[src/rtl/pipe_reg_chain.sv]
// pipe_reg_chain: DEPTH-stage, WIDTH-bit register pipeline with a valid bit
// per stage and valid/ready flow control. Stalled stages hold their data,
// and bubbles collapse even while the output is stalled. Provides a
// synchronous flush and a registered occupancy count.
//
// Build option: define PIPE_NEGEDGE_CLK_EN to make every register capture on
// the falling edge of clk. The default build captures on the rising edge.
// The asynchronous active-low reset is the same in both builds.
//
// Ports:
//   clk        clock (active edge selected by PIPE_NEGEDGE_CLK_EN)
//   rst_n      asynchronous active-low reset; clears all stages
//   in_valid   upstream data valid
//   in_data    upstream data
//   in_ready   chain accepts in_data this cycle (combinational)
//   out_valid  last stage holds valid data
//   out_data   data of the last stage
//   out_ready  downstream accepts out_data this cycle
//   flush      synchronous clear of all valid bits
//   occupancy  number of valid stages, 0..DEPTH
module pipe_reg_chain #(
  parameter  int unsigned WIDTH = 4,
  parameter  int unsigned DEPTH = 3,
  localparam int unsigned CNT_W = $clog2(DEPTH + 1)
) (
  input  logic             clk,
  input  logic             rst_n,
  input  logic             in_valid,
  input  logic [WIDTH-1:0] in_data,
  output logic             in_ready,
  output logic             out_valid,
  output logic [WIDTH-1:0] out_data,
  input  logic             out_ready,
  input  logic             flush,
  output logic [CNT_W-1:0] occupancy
);

  logic [DEPTH-1:0] v_q;
  logic [DEPTH-1:0] v_d;
  logic [WIDTH-1:0] data_q [DEPTH];
  logic [WIDTH-1:0] data_d [DEPTH];
  logic [DEPTH-1:0] rdy;
  logic [CNT_W-1:0] occ_q;
  logic [CNT_W-1:0] occ_d;

  // Ready chain: a stage may load when it is empty or everything ahead of
  // it can move. Built from the output end with a running accumulator.
  always_comb begin
    logic acc;
    rdy = '0;
    acc = out_ready;
    for (int i = int'(DEPTH) - 1; i >= 0; i--) begin
      acc    = ~v_q[i] | acc;
      rdy[i] = acc;
    end
  end

  // Stage advance; flush drops every valid bit and leaves data as is.
  always_comb begin
    v_d    = v_q;
    data_d = data_q;
    if (flush) begin
      v_d = '0;
    end else begin
      if (rdy[0]) begin
        data_d[0] = in_data;
        v_d[0]    = in_valid;
      end
      for (int i = 1; i < int'(DEPTH); i++) begin
        if (rdy[i]) begin
          data_d[i] = data_q[i-1];
          v_d[i]    = v_q[i-1];
        end
      end
    end
  end

  // Occupancy is the popcount of the post-edge valid bits.
  always_comb begin
    occ_d = '0;
    for (int i = 0; i < int'(DEPTH); i++) begin
      occ_d = occ_d + CNT_W'(v_d[i]);
    end
  end

  // Stage and occupancy registers.
`ifdef PIPE_NEGEDGE_CLK_EN
  always_ff @(negedge clk or negedge rst_n) begin
`else
  always_ff @(posedge clk or negedge rst_n) begin
`endif
    if (!rst_n) begin
      v_q   <= '0;
      occ_q <= '0;
      for (int i = 0; i < int'(DEPTH); i++) begin
        data_q[i] <= '0;
      end
    end else begin
      v_q    <= v_d;
      occ_q  <= occ_d;
      data_q <= data_d;
    end
  end

  assign in_ready  = rdy[0] & ~flush;
  assign out_valid = v_q[DEPTH-1];
  assign out_data  = data_q[DEPTH-1];
  assign occupancy = occ_q;

endmodule

[config.mk]
export PLATFORM = sky130hd
export DESIGN_NAME = pipe_reg_chain
export DESIGN_NICKNAME = d
export VERILOG_FILES = /design/src/rtl/pipe_reg_chain.sv
export SDC_FILE = /design/constraint.sdc
export NUM_CORES = 1
export LEC_CHECK = 0
export ABC_AREA = 1
export CAP_MARGIN = 40
export CORE_MARGIN = 2
export CORE_UTILIZATION = 30
export DETAILED_ROUTE_END_ITERATION = 10
export PLACE_DENSITY_LB_ADDON = 0.1
export SYNTH_ARGS = -nofsm -noshare
export SYNTH_HDL_FRONTEND = slang
export SYNTH_SLANG_ARGS = --single-unit
[constraint.sdc]
create_clock -name clk -period 1.6 [get_ports clk]
set_input_delay 0.32 -clock clk [delete_from_list [all_inputs] [get_ports clk]]
set_output_delay 0.32 -clock clk [all_outputs]
set_load 0.05 [all_outputs]
======== Word level (Yosys, flattened, before mapping) ========
Cells that the tools add are included.
cells by class
  $add $sub $neg .......................... 2
  multiplexer cells ....................... 4
  bitwise logic cells ..................... 8
  reduce and logical (&&, ||, !) cells .... 3
operators with widths
  kind              number
  $reduce_and 2->1  3
  $not 1->1         4
  $mux 1            3
  $mux 3            1
  $or 1x1->1        3
  $add 1x1->2       1
  $add 2x1->2       1
  $and 1x1->1       1
word-level totals
  register bits ........................... 17
  input bits .............................. 9
  output and inout port bits .............. 8
  logic and storage cells ................. 22

======== Logic depth before layout (Yosys ltp) ========
Gate-level depths: netlist of the first run.
  depth in word-level cells ............... 8
  mapped depth ............................ 5
  mapped depth without buffers ............ 5

======== Worst setup path after synthesis of the first run ========
No wires, ideal clock.
  path kind ............................... reg-to-reg
  start ................................... register v_q[2]
  end ..................................... register occ_q[0], in the netlist occupancy[0]
  library setup time ...................... 0.136 ns
  data arrival time ....................... 1.598 ns
  slack ................................... -0.134 ns
  stages on the path, launching flop included .. 4
  path buffers ............................ 0
  path through ............................ dfrtp_1 > nand3_2 > a21oi_1 > fa_1
between the ends
  elaborated cells on any way between the ends .. 10
RTL lines
  what                     RTL line  source
  start, declared          38        logic [DEPTH-1:0] v_q;
  start signal, assigned   99        v_q <= v_d;
  $not 1->1                53        acc = ~v_q[i] | acc;
  $or 1x1->1 (2 in a row)  53
  $mux 1                   70        if (rdy[i]) begin
  $mux 3                   62        if (flush) begin
  via v_d[1]               39        logic [DEPTH-1:0] v_d;
  $add 1x1->2              82        occ_d = occ_d + CNT_W'(v_d[i]);
  $add 2x1->2              82
  via occ_d[0]             44        logic [CNT_W-1:0] occ_d;
  end signal, assigned     94        occ_q <= '0;
  end signal, assigned     100       occ_q <= occ_d;
  end, declared            43        logic [CNT_W-1:0] occ_q;
The timed path passes the listed nets, and every way through them passes these cells.
A chain may end at the register's enable or synchronous reset.

======== Worst setup path in the final report of the first run ========
  start ................................... input flush
  end ..................................... output in_ready
between the ends
  word-level cells in the longest chain between the ends .. 2
ends and longest elaborated chain
  what                 RTL line  source
  start, declared      34        input logic flush,
  $not 1->1 (no line)  n/a
  $and 1x1->1          105       assign in_ready = rdy[0] & ~flush;
  end, declared        30        output logic in_ready,
No other way between the ends.

==> impl_metrics.json, run 1 <==
{
  "vias": 530,
  "setup_slack_ns": 0.0494,
  "stdcell_count": 124,
  "critical_path_arrival_ns": 1.23,
  "ys_seq_area_share_pct": 57.6,
  "drt_iter0_markers": 8,
  "setup_viol": 0,
  "coreArea_um2": 2280,
  "grt_pass1_vias": 528,
  "wl_mm": 1.29,
  "cts_buffer_depth": 2,
  "grt_max_degree": 18,
  "cts_sinks": 17,
  "htree_levels": 1,
  "drc": 0,
  "fin_crit_sh_pct": 96.9,
  "ir_drop_v": 0.000364,
  "first_pass_iters": 2,
  "dp_slack_ns": -0.144,
  "slew_headroom_pct": 81.6,
  "start_util_pct": 32.4,
  "grt_use_total_pct": 11.6,
  "regToRegSetupSlack_ns": 0.16,
  "hold-worst-slack_ns": 0.357,
  "required_ns": 1.28,
  "tritoncts": "yes",
  "p_total_mw": 0.936,
  "ys_warn_count": 0,
  "critPathKind": "in2out",
  "syn_area_per_cell_um2": 9.98,
  "placedCellCount": 120,
  "drive_gt1_share_pct": 28.1,
  "status": "finished, final reports clean",
  "clk_pin_slew_ns": 0.09,
  "hold_violations": 0,
  "numCtsBuffers": 3,
  "hp-class": "in2async",
  "drv_slew": 0,
  "num_antenna_cells": 0,
  "die-area_um2": 2870,
  "finClkSkew_ns": 0.00139,
  "critPathCaptureType": "primary output",
  "antenna_found_initial": 0,
  "hold_buffers": 0,
  "power_density_nw_per_um2": 943,
  "place.gp.congestion": 0.719,
  "die_h_um": 53.6,
  "rows": 17,
  "vias_per_cell": 4.27,
  "worstMarginPinSlew_ns": 0.276,
  "path_max_fanout": 4,
  "io_pins": 17,
  "dp.final_hpwl_mm": 1.00,
  "synth.distinct_cells": 14,
  "postRouteAntennaNets": 0,
  "drv_cap": 0,
  "rsz0062_at_grt": "false",
  "clock.fmax_mhz": 645,
  "setup_tns_ns": 0,
  "start_kind": "primary input",
  "clk_latency_ns": 0.28,
  "synthCells": 74,
  "ff2ff_path_depth": 3,
  "synth_seq_cells": 17,
  "p_leak_nw": 0.514,
  "portBuffers": 16,
  "die_w_um": 53.6,
  "grt_pass1_wl_mm": 2.30,
  "root_buffer": "clkbuf_4",
  "synth_nets": 84,
  "grt_overflow": 0,
  "area_growth_pct": 34.4,
  "syn_area_um2": 738,
  "min_period_ns": 1.55,
  "wl_per_cell_um": 10.4,
  "nets": 107
}
[power breakdown]
part           switching, mW  leakage [nW]  total, mW  internal (mW)
clock                  0.122        0.0150      0.218         0.0966
sequential            0.0263         0.214      0.498          0.472
combinational          0.132         0.285      0.220         0.0883
[worst max-delay path: stages]
cell	delay, ns
clkdlybuf4s50_1	0.59
inv_4	0.06
nand2_4	0.05
inv_1	0.06
buf_12	0.14
[sequential cells by signal, summed over array words and instances (netlist names)]
name / cells
out_data: 4
data_q: 8
v_q: 3
occupancy: 2
[cell usage after synthesis, drive strengths merged]
cell type / n / share of area (%)
inv: 6 / 3.4
a21oi: 3 / 2.0
fa: 1 / 2.7
dfrtp: 17 / 58
buf: 5 / 5.6
nand2: 28 / 16
nand4: 1 / 2.9
nand3: 13 / 9.5
[repair_timing]
item / 4_1_cts / 5_1_grt
setup endpoints to repair: 1 / 2
buffers inserted: 0 / 1
pin swaps: 0 / 1
endpoints found under the hold margin: 0 / 0
resized for setup: 0 / 1
[placed cells by master, fill, tap and decap left out, drive strengths merged]
cell type      instances
a21oi                  3
buf                   15
clkbuf                 4
clkdlybuf4s50          7
dfrtp                 17
dlymetal6s2s           1
fa                     1
inv                    6
nand2                 28
nand3                 13
nand4                  1
[through the flow]
| stage | cell area [um^2] | util, % |
|---|---|---|
| floorplan | 739 | - |
| global placement | 963 | 42.3 |
| detailed placement | 963 | 42.3 |
| CTS | 982 | 43.2 |
| global route | 992 | 43.6 |
| finish | 992 | 43.6 |
[area by class of cell]
| class | count | area [um^2] |
|---|---|---|
| timing repair buffer | 23 | 233 |
| sequential | 17 | 427 |
| clock buffer | 4 | 26.3 |
| multi-input combinational | 46 | 246 |
| fill | 233 | 1280 |
| tap | 28 | 35.0 |
| inverter | 6 | 25.0 |
[worst paths after layout]
kind / from / endpoint
worst max-delay path: flush / in_ready
worst min-delay path: rst_n / occupancy[1]$_DFF_PN0_
worst max register to register: v_q[2]$_DFF_PN0_ / occupancy[0]$_DFF_PN0_
worst min register to register: out_data[1]$_DFFE_PN0P_ / out_data[1]$_DFFE_PN0P_
max in group asynchronous: rst_n / v_q[2]$_DFF_PN0_
min in group clk: out_ready / v_q[1]$_DFF_PN0_
[routing by layer]
| layer | global-route usage, % | share of wire, % | vias up |
|---|---|---|---|
| li1 | - | - | 276 |
| met1 | 14.7 | 48 | 243 |
| met2 | 17.7 | 47 | 9 |
| met3 | 2.50 | 4.0 | 2 |
| met4 | 7.69 | 1.0 | 0 |
| met5 | 0 | 0 | - |
[cell families (layout without fill, tap and decap cells)]
logic type,count (synthesis),after routing,share of synthesized area [%]
fa+ha+maj,1,1,2.71
flops,17,17,57.6
compound gates,3,3,2.03
simple gates,42,42,28.6
buf+inv,11,33,8.98
No activity file was read; power rests on OpenSTA's default activity.
==> inputs of run 2 (changes only) <==
- ABC_AREA: 1 -> 0
==> run 2 against run 1 <==
Critical path depth unchanged. Non-clock buffer count stayed put. Fmax hardly changed. Power increased by 6.0%. Wire length is 10% lower. Combinational power is 18% higher. Worst hold slack gained 0.0047 ns. Sequential share of layout area rose by 2.4 points. Cell count fell by 23%.
==> impl_metrics.json, run 2 <==
{
  "coreArea_um2": 2190,
  "grt_use_total_pct": 9.76,
  "hold_buffers": 0,
  "vias": 409,
  "hold-worst-slack_ns": 0.362,
  "grt_pass1_vias": 395,
  "hp-class": "in2async",
  "placedCellCount": 89,
  "tritoncts": "yes",
  "num_antenna_cells": 0,
  "post-synth-top-area-fraction_pct": 62.2,
  "postRouteAntennaNets": 0,
  "stdcell_count": 95,
  "worstMarginPinSlew_ns": 0.322,
  "synth_edf_count": 0,
  "regMostFlops": "data_q",
  "min_period_ns": 1.55,
  "fin_crit_sh_pct": 97.0,
  "drv_slew": 0,
  "cts_buffer_depth": 2,
  "finClkSkew_ns": 0.000473,
  "ys_top_cells_by_count": "dfrtp_1, mux2_2, nor2_1",
  "syn_area_um2": 684,
  "required_ns": 1.76,
  "p_total_mw": 0.992,
  "die-area_um2": 2680,
  "critPathKind": "reg2reg",
  "vias_per_cell": 4.31,
  "io_pins": 17,
  "clock.fmax_mhz": 645,
  "critPathCaptureType": "register",
  "setup_viol": 0,
  "clk_pin_slew_ns": 0.09,
  "place.gp.congestion": 0.605,
  "root_buffer": "clkbuf_4",
  "fin_util_pct": 42.9,
  "rows": 17,
  "setup_slack_ns": 0.0484,
  "p_leak_nw": 0.411,
  "ys.flop_type": "dfrtp_1",
  "post_synth_main_area_contributors": "dfrtp_1, mux2_2, buf_4",
  "portBuffers": 16,
  "die_w_um": 51.8,
  "start_kind": "register",
  "htree_levels": 1,
  "grt_pass1_wl_mm": 1.82,
  "async_flop_share_pct": 100,
  "yosysMostFrequentCell": "dfrtp_1",
  "critical_path_arrival_ns": 1.71,
  "ff2ff_path_depth": 5,
  "numCtsBuffers": 3,
  "slew_headroom_pct": 78.6,
  "wl_mm": 1.16,
  "first_pass_iters": 1,
  "dp.final_hpwl_um": 825,
  "cts_sinks": 17,
  "largest_register_ffs": 8,
  "synth_top_cell_by_area": "dfrtp_1",
  "power_density_nw_per_um2": 1060,
  "multiInputGateArea_um2": 249,
  "synth_seq_cells": 17,
  "ys_seq_area_share_pct": 62.2,
  "antenna_found_initial": 0,
  "hold_violations": 0,
  "ys_warn_count": 0,
  "start_util_pct": 31.2,
  "drv_cap": 0,
  "area_growth_pct": 37.3,
  "syn_area_per_cell_um2": 15.6,
  "layout_common_cells": "dfrtp_1, buf_4, mux2_2, clkdlybuf4s50_1",
  "dp_slack_ns": -0.218,
  "clk_latency_ns": 0.28,
  "status": "finished, final reports clean",
  "die_h_um": 51.8,
  "path_max_fanout": 4,
  "rsz0062_at_grt": "true",
  "nets": 78,
  "final_common_cell": "dfrtp_1",
  "grt_overflow": 0,
  "grt_max_degree": 18,
  "ir_drop_v": 0.000496,
  "synth_nets": 54,
  "fillCellCount": 205,
  "seq_area_um2": 427,
  "wl_per_cell_um": 12.2,
  "synth.distinct_cells": 10,
  "drc": 0,
  "drt_iter0_markers": 0,
  "synthCells": 44,
  "drive_gt1_share_pct": 55.2
}
[run 2: changes by cell type after synthesis, sizes merged]
cell	before	now
a21oi	3	2
a31oi	0	2
buf	5	4
inv	6	0
mux2	0	12
nand2	28	0
nand3	13	0
nand4	1	0
nor2	0	5
nor2b	0	1
[run 2: cells by family after synthesis]
group / share of synthesized area, %
AO/OA/AOI/OAI: 6.03
adder cells (fa/ha/maj): 2.93
buffers and inverters: 4.39
flip-flops: 62.2
multiplexers: 19.7
AND/OR/NAND/NOR: 4.75
[run 2: worst max-delay path: stages (launching register included)]
cell and delay, ns:
dfrtp_2 0.41, nor2b_4 0.15, buf_4 0.15, a31oi_4 0.17, nor2_2 0.07, fa_1 0.48
[run 2: what timing repair did]
action                                  in CTS  in global routing
gates resized for setup                      2                  4
endpoints found under the setup margin       1                  2
buffers inserted                             3                  0
pin swaps                                    1                  3
[run 2: final cells by class]
cell class / instances / share of cell area, %
multi-input cells: 23 / 26.5
flip-flops and latches: 17 / 45.4
repair buffers: 23 / 21.6
clock buffers: 4 / 2.80
well taps: 28 / 3.73
[run 2: path summary, 6_finish.rpt]
| path | from | to | slack [ns] |
|---|---|---|---|
| min | rst_n | data_q[11]$_DFFE_PN0P_ | 0.36 |
| min reg2reg | data_q[10]$_DFFE_PN0P_ | data_q[6]$_DFFE_PN0P_ | 0.51 |
| min in group clk | data_q[10]$_DFFE_PN0P_ | data_q[6]$_DFFE_PN0P_ | 0.51 |
| max | v_q[2]$_DFF_PN0_ | occupancy[0]$_DFF_PN0_ | 0.05 |
| max reg2reg | v_q[2]$_DFF_PN0_ | occupancy[0]$_DFF_PN0_ | 0.05 |
| max in group asynchronous | rst_n | v_q[2]$_DFF_PN0_ | 1.03 |
[run 2: metrics by stage]
stage / instance area (um^2) / setup TNS, ns
5_1_grt: 940 / -0.00150
4_1_cts: 920 / 0
3_3_place_gp: 893 / -2.02
3_5_place_dp: 893 / -2.16
2_1_floorplan: 686 / 0
6_report: 940 / 0
[run 2: metal layers]
metal	GRT usage (%)	wire [um]	vias up	share of wire, %
li1	-	-	198	-
met3	2.87	65	0	5.6
met5	0	0	-	0
met2	15.4	544	11	47
met1	12.0	546	200	47
met4	5.26	0	0	0
[run 2: report_power, final]
group          switching, mW  internal, mW  leakage (nW)
clock                  0.124        0.0966        0.0150
sequential            0.0282         0.483         0.205
combinational          0.150         0.110         0.191
total                  0.303         0.689         0.411
